`src/rtl/op_pkg.sv`:
```
// rtl/op_pkg.sv - shared operation encodings and executor state type
package op_pkg;

  localparam logic [3:0] OP_ADD = 4'b0001;
  localparam logic [3:0] OP_SUB = 4'b0010;
  localparam logic [3:0] OP_MUL = 4'b0100;
  localparam logic [3:0] OP_DIV = 4'b1000;

  typedef enum logic [1:0] {
    IDLE,
    CALC,
    DONE
  } state_t;

  function automatic logic is_valid_op(input logic [3:0] op);
    return (op == OP_ADD) || (op == OP_SUB) || (op == OP_MUL) || (op == OP_DIV);
  endfunction

endpackage

```
`src/rtl/muldiv_seq.sv`:
```
// rtl/muldiv_seq.sv - iterative shift-add multiplier / restoring divider
module muldiv_seq #(
  parameter int WIDTH = 4
) (
  input  logic               clk,
  input  logic               reset,
  input  logic               start,
  input  logic               mode,
  input  logic               step,
  input  logic [WIDTH-1:0]   a,
  input  logic [WIDTH-1:0]   b,
  output logic [2*WIDTH-1:0] result,
  output logic               last
);

  localparam int CW = (WIDTH > 1) ? $clog2(WIDTH) : 1;

  // acc: product accumulator (MUL) or partial remainder in low bits (DIV)
  // opnd: shifting multiplicand (MUL) or divisor in low bits (DIV)
  // shreg: multiplier bits (MUL) or dividend-in / quotient-out (DIV)
  logic [2*WIDTH-1:0] acc_q, acc_d;
  logic [2*WIDTH-1:0] opnd_q, opnd_d;
  logic [WIDTH-1:0]   shreg_q, shreg_d;
  logic [CW-1:0]      cnt_q, cnt_d;

  logic [WIDTH:0]     shifted;
  logic [WIDTH:0]     diff;
  logic               ge;
  logic [WIDTH-1:0]   rem_next;
  logic [WIDTH-1:0]   quo_next;
  logic [2*WIDTH-1:0] mul_next;

  always_comb begin
    shifted  = {acc_q[WIDTH-1:0], shreg_q[WIDTH-1]};
    diff     = shifted - {1'b0, opnd_q[WIDTH-1:0]};
    ge       = shifted >= {1'b0, opnd_q[WIDTH-1:0]};
    rem_next = ge ? diff[WIDTH-1:0] : shifted[WIDTH-1:0];
    quo_next = {shreg_q[WIDTH-2:0], ge};
    mul_next = acc_q + (shreg_q[0] ? opnd_q : '0);

    // Value after the current step, so the caller can latch it on the last one
    result = mode ? {rem_next, quo_next} : mul_next;
    last   = (cnt_q == CW'(WIDTH - 1));

    acc_d   = acc_q;
    opnd_d  = opnd_q;
    shreg_d = shreg_q;
    cnt_d   = cnt_q;
    if (start) begin
      acc_d   = '0;
      opnd_d  = {{WIDTH{1'b0}}, b};
      shreg_d = a;
      cnt_d   = '0;
    end else if (step) begin
      if (mode) begin
        acc_d   = {{WIDTH{1'b0}}, rem_next};
        shreg_d = quo_next;
      end else begin
        acc_d   = mul_next;
        opnd_d  = {opnd_q[2*WIDTH-2:0], 1'b0};
        shreg_d = shreg_q >> 1;
      end
      cnt_d = cnt_q + CW'(1);
    end
  end

  always_ff @(posedge clk or posedge reset) begin
    if (reset) begin
      acc_q   <= '0;
      opnd_q  <= '0;
      shreg_q <= '0;
      cnt_q   <= '0;
    end else begin
      acc_q   <= acc_d;
      opnd_q  <= opnd_d;
      shreg_q <= shreg_d;
      cnt_q   <= cnt_d;
    end
  end

endmodule

```
`src/rtl/pulse.sv`:
```
// rtl/pulse.sv - rising-edge detector; one-cycle pulse per low-to-high select
module pulse (
  input  logic clk,
  input  logic reset,
  input  logic select,
  output logic pulse_out
);

  logic sel_q, sel_d;
  logic prev_q, prev_d;

  always_comb begin
    sel_d  = select;
    prev_d = sel_q;
  end

  always_ff @(posedge clk or posedge reset) begin
    if (reset) begin
      sel_q  <= 1'b0;
      prev_q <= 1'b0;
    end else begin
      sel_q  <= sel_d;
      prev_q <= prev_d;
    end
  end

  assign pulse_out = sel_q & ~prev_q;

endmodule

```
`src/rtl/op_executor.sv`:
```
// rtl/op_executor.sv - captures a one-hot operation and operands, runs it, holds the result
module op_executor
  import op_pkg::*;
#(
  parameter int WIDTH = 4
) (
  input  logic               clk,
  input  logic               reset,
  input  logic               execute,
  input  logic [3:0]         operation,
  input  logic [WIDTH-1:0]   a,
  input  logic [WIDTH-1:0]   b,
  output logic [2*WIDTH-1:0] result,
  output logic               busy,
  output logic               done,
  output logic               error
);

  state_t             state_q, state_d;
  logic [3:0]         op_q, op_d;
  logic [WIDTH-1:0]   a_q, a_d;
  logic [WIDTH-1:0]   b_q, b_d;
  logic [2*WIDTH-1:0] result_q, result_d;
  logic               busy_q, busy_d;
  logic               done_q, done_d;
  logic               error_q, error_d;

  logic               start_p;
  logic               seq_start;
  logic               seq_step;
  logic               seq_mode;
  logic [2*WIDTH-1:0] seq_result;
  logic               seq_last;

  pulse u_pulse (
    .clk       (clk),
    .reset     (reset),
    .select    (execute),
    .pulse_out (start_p)
  );

  // Loaded from the live operands on the capture edge, same values as a_q/b_q
  muldiv_seq #(.WIDTH(WIDTH)) u_seq (
    .clk    (clk),
    .reset  (reset),
    .start  (seq_start),
    .mode   (seq_mode),
    .step   (seq_step),
    .a      (a),
    .b      (b),
    .result (seq_result),
    .last   (seq_last)
  );

  always_comb begin
    state_d   = state_q;
    op_d      = op_q;
    a_d       = a_q;
    b_d       = b_q;
    result_d  = result_q;
    busy_d    = busy_q;
    done_d    = 1'b0;
    error_d   = error_q;
    seq_start = 1'b0;
    seq_step  = 1'b0;
    seq_mode  = (op_q == OP_DIV);

    case (state_q)
      IDLE: begin
        if (start_p) begin
          op_d    = operation;
          a_d     = a;
          b_d     = b;
          error_d = 1'b0;
          busy_d  = 1'b1;
          if (is_valid_op(operation)) begin
            state_d   = CALC;
            seq_start = (operation == OP_MUL) || (operation == OP_DIV);
          end else begin
            state_d  = DONE;
            result_d = '0;
            error_d  = 1'b1;
            done_d   = 1'b1;
          end
        end
      end
      CALC: begin
        if (op_q == OP_ADD) begin
          result_d = {{WIDTH{1'b0}}, a_q} + {{WIDTH{1'b0}}, b_q};
          state_d  = DONE;
          done_d   = 1'b1;
        end else if (op_q == OP_SUB) begin
          result_d = {{WIDTH{1'b0}}, a_q} - {{WIDTH{1'b0}}, b_q};
          state_d  = DONE;
          done_d   = 1'b1;
        end else if (op_q == OP_DIV && b_q == '0) begin
          result_d = '1;
          error_d  = 1'b1;
          state_d  = DONE;
          done_d   = 1'b1;
        end else if (op_q == OP_MUL || op_q == OP_DIV) begin
          seq_step = 1'b1;
          if (seq_last) begin
            result_d = seq_result;
            state_d  = DONE;
            done_d   = 1'b1;
          end
        end else begin
          state_d = IDLE;
          busy_d  = 1'b0;
        end
      end
      DONE: begin
        state_d = IDLE;
        busy_d  = 1'b0;
      end
      default: begin
        state_d = IDLE;
        busy_d  = 1'b0;
      end
    endcase
  end

  always_ff @(posedge clk or posedge reset) begin
    if (reset) begin
      state_q  <= IDLE;
      op_q     <= '0;
      a_q      <= '0;
      b_q      <= '0;
      result_q <= '0;
      busy_q   <= 1'b0;
      done_q   <= 1'b0;
      error_q  <= 1'b0;
    end else begin
      state_q  <= state_d;
      op_q     <= op_d;
      a_q      <= a_d;
      b_q      <= b_d;
      result_q <= result_d;
      busy_q   <= busy_d;
      done_q   <= done_d;
      error_q  <= error_d;
    end
  end

  assign result = result_q;
  assign busy   = busy_q;
  assign done   = done_q;
  assign error  = error_q;

endmodule

```
`config.mk`:
```
export PLATFORM = sky130hd
export DESIGN_NAME = op_executor
export DESIGN_NICKNAME = d
export VERILOG_FILES = /design/src/rtl/op_pkg.sv /design/src/rtl/muldiv_seq.sv /design/src/rtl/pulse.sv /design/src/rtl/op_executor.sv
export SDC_FILE = /design/constraint.sdc
export NUM_CORES = 1
export LEC_CHECK = 0
export CELL_PAD_IN_SITES_DETAIL_PLACEMENT = 0
export CELL_PAD_IN_SITES_GLOBAL_PLACEMENT = 1
export CORE_MARGIN = 2
export CORE_UTILIZATION = 41
export DETAILED_ROUTE_END_ITERATION = 10
export PLACE_DENSITY = 0.75
export SLEW_MARGIN = 20
export SYNTH_ARGS = -nofsm -noshare
export SYNTH_HDL_FRONTEND = slang
export SYNTH_SLANG_ARGS = --single-unit
```
`constraint.sdc`:
```
create_clock -name clk -period 2.5 [get_ports clk]
set_input_delay 0.375 -clock clk [delete_from_list [all_inputs] [get_ports clk]]
set_output_delay 0.375 -clock clk [all_outputs]
set_load 0.01 [all_outputs]
```
## Word-level counts from Yosys, hierarchy flattened

Index checks and enable logic that the tools add are counted.

- $add $sub $neg: 5
- Bitwise logic cells: 2
- $lt $le $gt $ge: 1
- Equal/unequal tests: 21
- Multiplexer cells: 57
- Reductions and logical operators: 16

Operator list:

| kind | count |
|---|---|
| 8-bit 2-to-1 mux | 15 |
| 1-bit 2-to-1 mux | 24 |
| 2-bit 2-to-1 mux | 9 |
| 4-bit 2-to-1 mux | 4 |
| 2-bit != test (second input constant) | 8 |
| 8-bit one-hot mux with 2 select lines | 1 |
| 5-bit AND reduction | 3 |
| 5-bit != test (second input constant) | 2 |
| 8-bit adder | 1 |
| 4-bit by 1-bit == test with 1-bit output (second input constant) | 2 |
| 4-bit by 2-bit == test with 1-bit output (second input constant) | 2 |
| 4-bit by 3-bit == test with 1-bit output (second input constant) | 2 |
| 4-bit == test (second input constant) | 2 |
| 6-bit != test (second input constant) | 1 |
| 1-bit one-hot mux with 2 select lines | 3 |
| 2-bit AND reduction | 3 |
| 4-bit by 4-bit adder with 5-bit output | 1 |
| 5-bit by 4-bit >= comparator with 1-bit output | 1 |
| 1-bit logical OR | 5 |
| 4-bit by 4-bit subtractor with 5-bit output | 1 |
| 4-bit logical NOT | 1 |
| 2-bit one-hot mux with 2 select lines | 1 |
| 2-bit nonzero test | 2 |
| 4-bit subtractor | 1 |
| other kinds (7) | 7 |

- Output and inout bits: 11
- Register bits after elaboration: 49
- Logic and storage cells: 116

## Longest topological paths before layout

Gate-level depths: netlist of the first run.

- Depth after elaboration: 9
- Gate-level depth with buffers: 11

## Modules after synthesis

Synthesis of the first run repeated with hierarchy kept, for this count alone.

- Cell total of the unflattened synthesis: 361
- Area, all modules: 3352.0 um^2

Modules (own cells, without submodules):

| module | area each (um^2) | cells each | times used | seq. area each (um^2) |
|---|---|---|---|---|
| muldiv_seq | 1716.6 | 206 | 1 | 550.5 |
| op_executor | 1567.8 | 151 | 1 | 625.6 |
| pulse | 67.6 | 4 | 1 | 50.0 |

## Worst setup path after synthesis of the first run

No wires, ideal clock.

- Path kind: reg2reg
- Start: register u_seq.shreg_q[0]
- End: register result_q[6] (netlist: result[6])
- Cell stages (with the launch flop): 12
- Data arrival time: 2271 ps
- Required time: 2379 ps
- Setup slack: 108 ps
- Period minus slack after synthesis: 2392 ps
- Cells stage by stage: dfrtp_1 > clkbuf_1 > and2_1 > ha_1 > inv_1 > fa_1 > nand2b_1 > a21oi_1 > o22ai_1 > xnor2_1 > a211o_1 > a22o_1

- Word-level cells in the longest chain between the ends: 9

Ends and longest elaborated chain:

| element | RTL line | source |
|---|---|---|
| start, declared | muldiv_seq.sv:23 | `logic [WIDTH-1:0] shreg_q, shreg_d;` |
| start signal, assigned | muldiv_seq.sv:76 | `shreg_q <= shreg_d;` |
| 8-bit 2-to-1 mux | muldiv_seq.sv:39 | `mul_next = acc_q + (shreg_q[0] ? opnd_q : '0);` |
| 8-bit adder | muldiv_seq.sv:39 |  |
| 8-bit 2-to-1 mux | muldiv_seq.sv:42 | `result = mode ? {rem_next, quo_next} : mul_next;` |
| 8-bit 2-to-1 mux | op_executor.sv:103 | `if (seq_last) begin` |
| 8-bit 2-to-1 mux | op_executor.sv:101 | `end else if (op_q == OP_MUL \|\| op_q == OP_DIV) begin` |
| 8-bit 2-to-1 mux | op_executor.sv:96 | `end else if (op_q == OP_DIV && b_q == '0) begin` |
| 8-bit 2-to-1 mux | op_executor.sv:92 | `end else if (op_q == OP_SUB) begin` |
| 8-bit 2-to-1 mux | op_executor.sv:88 | `if (op_q == OP_ADD) begin` |
| 8-bit one-hot mux with 2 select lines | op_executor.sv:68 | `case (state_q)` |
| end signal, assigned | op_executor.sv:139 | `result_q <= result_d;` |
| end, declared | op_executor.sv:23 | `logic [2*WIDTH-1:0] result_q, result_d;` |

No other way between the ends. The select of a mux whose other input is x is not followed.
A chain may end at the register's enable or synchronous reset.

## Worst setup path after layout of the first run

Ends and elaborated chain as after synthesis.

==> results of run 1 <==
-- state kept, by name, summed over array words and instances, names as in the netlist --
name            count
u_seq.shreg_q       4
busy                1
u_seq.opnd_q        8
a_q                 4
u_seq.acc_q         8
result              8
error               1
u_seq.cnt_q         2
b_q                 4
u_pulse.prev_q      1
done                1
u_pulse.prev_d      1
op_q                4
state_q             2
-- cell usage after synthesis, drive strengths merged, types with 3 or more instances --
| cell type | count |
|---|---|
| dfrtp | 49 |
| nand2 | 40 |
| o21ai | 27 |
| a21oi | 24 |
| nor2 | 23 |
| inv | 22 |
| ha | 20 |
| mux2 | 11 |
| nand3 | 11 |
| clkbuf | 10 |
| and2 | 7 |
| buf | 7 |
| a22o | 6 |
| nor4b | 6 |
| nand2b | 5 |
| xor2 | 5 |
| a31o | 4 |
| fa | 4 |
| nor2b | 4 |
| nor3 | 4 |
| o221ai | 4 |
| xnor2 | 4 |
| a211oi | 3 |
| a21o | 3 |
| a31oi | 3 |
| a32o | 3 |
| nand4 | 3 |
| or2 | 3 |
| or3 | 3 |
-- repair_timing --
item                       in CTS  in global routing
pin swaps                       0                  1
resized for setup               1                  4
cloned                          0                  0
buffers inserted                0                  1
setup endpoints to repair       1                  4
-- power groups by stage --
stage          clock [mW]  combinational (mW)  sequential [mW]
2_1_floorplan           0                1.34             1.17
3_3_place_gp            0                1.77             1.23
3_5_place_dp            0                1.79             1.24
4_1_cts             0.490                1.80             1.22
5_1_grt             0.530                2.07             1.26
6_report            0.470                1.82             1.23
-- layer usage --
metal  vias up  global-route usage, %  share of wire, %
li1       1305                      -                 -
met1      1255                   27.3                50
met2        40                   30.6                45
met3         8                   2.88               2.9
met4         0                   5.60               1.7
met5         -                      0                 0
-- cell type report --
type	count	area, um^2
Clock buffer	6	72.6
Multi-Input combinational cell	257	1810
Fill cell	739	3900
Timing Repair Buffer	46	408
Clock inverter	2	13.8
Sequential cell	49	1230
Inverter	22	82.6
Tap cell	102	128
-- worst max-delay path by stage --
stage	slack, ns	startpoint	end	cells past startpoint
floorplan	0.11	u_seq.shreg_q[0]$_DFFE_PP0P_	result[6]$_DFFE_PP0P_	11
global placement	0.02	u_seq.shreg_q[0]$_DFFE_PP0P_	result[7]$_DFFE_PP0P_	9
detailed placement	0.008	u_seq.shreg_q[0]$_DFFE_PP0P_	result[7]$_DFFE_PP0P_	9
CTS	0.03	u_seq.shreg_q[0]$_DFFE_PP0P_	result[6]$_DFFE_PP0P_	10
global route	-0.01	u_seq.shreg_q[0]$_DFFE_PP0P_	result[5]$_DFFE_PP0P_	9
finish	0.11	u_seq.shreg_q[0]$_DFFE_PP0P_	result[6]$_DFFE_PP0P_	10
-- cell families after synthesis --
logic type               Yosys count  share of synthesized area [%]
AND/OR/NAND/NOR                  117                           19.4
AO/OA/AOI/OAI                     95                           19.7
flip-flops                        49                           38.5
buffers and inverters             39                           5.38
adder cells (fa/ha/maj)           24                           10.4
multiplexers                      12                           4.20
XOR/XNOR                           9                           2.47
-- through the flow --
step	area [um^2]	util (%)	setup WS [ns]	hold WS [ns]	setup TNS (ns)
final	3740	49.0	0.106	0.402	0
after detailed placement	3630	47.5	0.00833	0.374	0
after CTS	3730	48.8	0.0349	0.406	0
after global routing	3740	49.0	-0.0113	0.413	-0.0219
after floorplan	3190	-	0.108	0.346	0
after global placement	3630	47.5	0.0183	0.374	0
==> flow_summary_export.csv, run 1 <==
group,metric,value,unit
status,outcome,"finished, final reports clean",
yosys,synth-seq-cells,49,
sta,final_hold_viol_count,0,
grt,grt_use_total,19.3,%
worst_hold_path,hold_start,"u_pulse.prev_d$_DFF_PP0_",
yosys,synthArstFlopShare,100,%
sta,fmax,0.418,GHz
worst_hold_path,min_path_type,"reg -> reg",
floorplanning,die_y,92.2,um
yosys,syn_inst,345,
layout,layout_common_cells,"dfrtp_1, nand2_1, clkdlybuf4s50_1",
floorplanning,rows,32,
clocking,clkSlewWorstSetupHoldPaths,0.09,ns
pwr,powerDensity,940,nW/um^2
drt,vias_per_cell,5.39,
layout,antenna_cells,0,
worst_setup_path,critPathBufInv,1,
drt,firstDrtPassIters,5,
placed_design,hpwlAfterDp,6000,um
worst_setup_path,required,2.69,ns
worst_setup_path,crit_path_top_delay_cell,"dfrtp_2",
yosys,syn_area_per_cell,9.24,um^2
worst_hold_path,hold_depth,0,
sta,fin_skew,0.00917,ns
drt,remaining_drc_errors,0,
worst_hold_path,holdPathEnd,"u_pulse.prev_q$_DFF_PP0_",
yosys,syn_nets,384,
pwr,swShare,41.6,%
yosys,synth_area_leader_cell,"dfrtp_1",
drt,num_vias,2608,
placed_design,dp.cells,475,
pwr,intPower,2.06,mW
sta,grt_setup_unrepaired,"true",
pwr,p_seq_share,34.8,%
drt,wl_per_cell,15.7,um
floorplanning,fp.coreArea,7650,um^2
worst_setup_path,rrSetupSlack,0.11,ns
clocking,cts_hold_buf,0,
yosys,ys.flop_type,"dfrtp_1",
clocking,cts_buffers,5,
clocking,clockBufferDepth,2,
yosys,synth_area,3190,um^2
pwr,combPwrFrac,51.8,%
worst_setup_path,critPathTopFamily,"compound AO/OA/AOI/OAI gates",
sta,period_minus_slack,2.39,ns
pwr,power,3.52,mW
layout,drive_gt1_share,12.8,%
placed_design,globalplace.congestion,0.910,
clocking,cts.sinks,49,
worst_setup_path,crit_fanout,6,
drt,postRouteAntennaNets,0,
drt,wl,7600,um
worst_setup_path,cp-end-kind,"flip-flop",
clocking,cts_tree,"done",
pwr,ir_drop,0.351,mV
grt,gr-total-overflow,0,
sta,finalMaxSlewViolations,0,
yosys,ys_warn_count,0,
clocking,cts.htree.levels,2,
worst_setup_path,slowest_delay,0.42,ns
sta,relSlewSlack,51.3,%
worst_setup_path,crit_arrival,2.59,ns
worst_setup_path,rr_worst_depth,10,
sta,fin_crit_sh,95.8,%
grt,grt_max_degree,34,
floorplanning,die_w,92.2,um
pwr,power_switching,1.47,mW
floorplanning,io_pins,26,
worst_setup_path,worstReg2RegStart,"u_seq.shreg_q[0]$_DFFE_PP0P_",
worst_setup_path,r2r-end,"result[6]$_DFFE_PP0P_",
placed_design,port_buffers,25,
yosys,synth_edf_count,0,
grt,grt_pass1_vias,2608,
clocking,root_buffer,"clkbuf_8",
pwr,p_clk_share,13.4,%
sta,setup_viol,0,
job,drv_cap,0,
floorplanning,dieArea,8490,um^2
drt,drt-initial-drc-count,112,
yosys,synth.area.top_cells,"dfrtp_1, ha_1, nand2_1",
sta,tightest_slew,0.730,ns
clocking,clk_latency,0.30,ns
worst_setup_path,startpoint_type,"flip-flop",
yosys,seq_area_frac_synth,38.5,%
floorplanning,initial_utilization,41.7,%
worst_setup_path,crit_chain,"and2_1, ha_2, inv_1, fa_1, nand2b_1, a21oi_2, o22ai_1, xnor2_1, a211o_1, a22o_1",
layout,final_common_cell,"dfrtp_1",
layout,fin_nets,420,
yosys,yosysTopAreaCellShare,38.5,%
layout,final_cells,484,
worst_setup_path,criticalPathCategory,"reg -> reg",
layout,syn_to_final_growth,17.5,%
yosys,ys_types,59,
grt,antenna_found_initial,0,
pwr,leakage,1.68,nW
grt,grt_pass1_wl,12800,um
(Power assumes the default switching activity.)
==> inputs of run 2 (changes only) <==
--- a/config.mk
+++ b/config.mk
@@ -8,9 +8,10 @@
 export CELL_PAD_IN_SITES_DETAIL_PLACEMENT = 0
 export CELL_PAD_IN_SITES_GLOBAL_PLACEMENT = 1
 export CORE_MARGIN = 2
-export CORE_UTILIZATION = 41
+export CORE_UTILIZATION = 45
+export CTS_BUF_LIST = sky130_fd_sc_hd__clkbuf_8 sky130_fd_sc_hd__clkbuf_16
 export DETAILED_ROUTE_END_ITERATION = 10
-export PLACE_DENSITY = 0.75
+export PLACE_DENSITY = 0.78
 export SLEW_MARGIN = 20
 export SYNTH_ARGS = -nofsm -noshare
 export SYNTH_HDL_FRONTEND = slang
==> constraint.sdc (replaced) <==
create_clock -name clk -period 3 [get_ports clk]
set_input_delay 0.45 -clock clk [delete_from_list [all_inputs] [get_ports clk]]
set_output_delay 0.45 -clock clk [all_outputs]
set_load 0.01 [all_outputs]
==> run 2 against run 1 <==
Worst hold slack got worse by 0.012 ns; non-clock buffer count decreased by 12; highest routed layer unchanged; register-to-register slack improved by 0.31 ns.
==> flow_summary_export.csv, run 2 (synthesis gave the netlist of run 1 again) <==
group,metric,value,unit
layout,fill_cells,678,
floorplanning,fp.coreArea,6830,um^2
layout,layout_common_cells,"dfrtp_1, nand2_1, clkdlybuf4s50_1",
worst_setup_path,crit_fanout,10,
worst_setup_path,critPathBufInv,1,
layout,multi_input_area,1800,um^2
placed_design,hpwlAfterDp,5920,um
drt,drt-initial-drc-count,117,
worst_setup_path,criticalPathCategory,"reg -> reg",
grt,grt_pass1_vias,2525,
drt,num_vias,2624,
floorplanning,rows,30,
placed_design,globalplace.congestion,0.886,
layout,fin_nets,408,
worst_setup_path,slowest_delay,0.49,ns
drt,remaining_drc_errors,0,
clocking,cts_hold_buf,0,
sta,fmax,0.386,GHz
clocking,root_buffer,"clkbuf_8",
drt,wl_per_cell,16.6,um
layout,fin_util,53.3,%
sta,period_minus_slack,2.59,ns
clocking,cts.sinks,49,
worst_setup_path,crit_arrival,2.79,ns
status,outcome,"finished, final reports clean",
grt,antenna_found_initial,0,
layout,antenna_cells,0,
pwr,powerDensity,787,nW/um^2
layout,regArea,1230,um^2
clocking,clk_latency,0.30,ns
sta,finalMaxSlewViolations,0,
sta,tightest_slew,0.709,ns
worst_setup_path,startpoint_type,"flip-flop",
clocking,cts.htree.levels,2,
sta,final_hold_viol_count,0,
drt,postRouteAntennaNets,0,
drt,firstDrtPassIters,4,
pwr,leakage,1.62,nW
placed_design,port_buffers,25,
worst_hold_path,min_path_type,"reg -> reg",
layout,syn_to_final_growth,14.3,%
drt,wl,7750,um
clocking,cts_tree,"done",
worst_setup_path,required,3.20,ns
drt,vias_per_cell,5.63,
sta,fin_crit_sh,86.3,%
layout,drive_gt1_share,8.92,%
grt,grt_use_total,21.7,%
grt,grt_pass1_wl,12800,um
worst_setup_path,crit_chain,"nand2_1, inv_1, ha_1, a211oi_1, nor2_1, o41ai_1, mux2i_1, nand3_1, a22o_1",
sta,setup_viol,0,
layout,final_common_cell,"dfrtp_1",
floorplanning,initial_utilization,46.6,%
worst_setup_path,crit_path_top_delay_cell,"dfrtp_1",
clocking,cts_buffers,5,
pwr,ir_drop,0.295,mV
floorplanning,io_pins,26,
sta,grt_setup_unrepaired,"false",
worst_setup_path,cp-end-kind,"flip-flop",
grt,grt_max_degree,24,
job,drv_cap,0,
floorplanning,dieArea,7770,um^2
clocking,cts_resized,0,
worst_setup_path,critPathTopFamily,"compound AO/OA/AOI/OAI gates",
clocking,clkSlewWorstSetupHoldPaths,0.10,ns
clocking,clockBufferDepth,2,
sta,relSlewSlack,52.1,%
sta,fin_tns_setup,0,ns
sta,fin_skew,0.00617,ns
grt,gr-total-overflow,0,
floorplanning,die_y,88.2,um
clocking,postCtsSetupRepairBufs,0,
floorplanning,die_w,88.2,um
run 2: report_power, final:
part / leakage [nW] / switching (mW) / internal [mW]
combinational: 0.966 / 0.758 / 0.654
clock: 0.0439 / 0.239 / 0.162
sequential: 0.612 / 0.215 / 0.839
run 2: worst reg2reg max path, cell delays in order (launching register included):
cell and delay, ns:
dfrtp_1 0.49, nand2_1 0.17, inv_1 0.06, ha_1 0.28, a211oi_1 0.27, nor2_1 0.13
o41ai_1 0.45, mux2i_1 0.32, nand3_1 0.10, a22o_1 0.22
run 2: area by class of cell:
cell class | count | share of cell area (%)
multi-input combinational | 257 | 49.3
clock inverter | 3 | 0.481
timing repair buffer | 34 | 9.07
inverter | 22 | 2.27
tap | 96 | 3.30
clock buffer | 5 | 1.89
sequential | 49 | 33.7
run 2: per-stage QoR:
step / hold slack (ns) / std cells / setup WS (ns) / total power, mW / cell area, um^2
floorplan: 0.346 / 345 / 0.608 / 2.09 / 3190
global placement: 0.372 / 458 / 0.530 / 2.45 / 3560
detailed placement: 0.366 / 458 / 0.453 / 2.48 / 3560
CTS: 0.404 / 466 / 0.437 / 2.89 / 3640
global route: 0.406 / 466 / 0.217 / 3.13 / 3640
finish: 0.390 / 466 / 0.412 / 2.87 / 3640
run 2: metal layers:
| metal | up-vias | routed length (um) | global-route usage (%) |
|---|---|---|---|
| li1 | 1277 | - | - |
| met1 | 1275 | 3620 | 30.0 |
| met2 | 62 | 3680 | 34.8 |
| met3 | 10 | 338 | 4.52 |
| met4 | 0 | 116 | 5.92 |
| met5 | - | 0 | 0 |
run 2: final timing paths:
path,from,to,slack [ns],cells past startpoint
min in group asynchronous,reset,result[2]$_DFFE_PP0P_,0.45,2
max in group asynchronous,reset,u_seq.opnd_q[2]$_DFFE_PP0P_,1.94,3
min,u_pulse.prev_d$_DFF_PP0_,u_pulse.prev_q$_DFF_PP0_,0.39,0
max,u_seq.shreg_q[0]$_DFFE_PP0P_,result[7]$_DFFE_PP0P_,0.41,9
min reg2reg,u_pulse.prev_d$_DFF_PP0_,u_pulse.prev_q$_DFF_PP0_,0.39,0
max reg2reg,u_seq.shreg_q[0]$_DFFE_PP0P_,result[7]$_DFFE_PP0P_,0.41,9
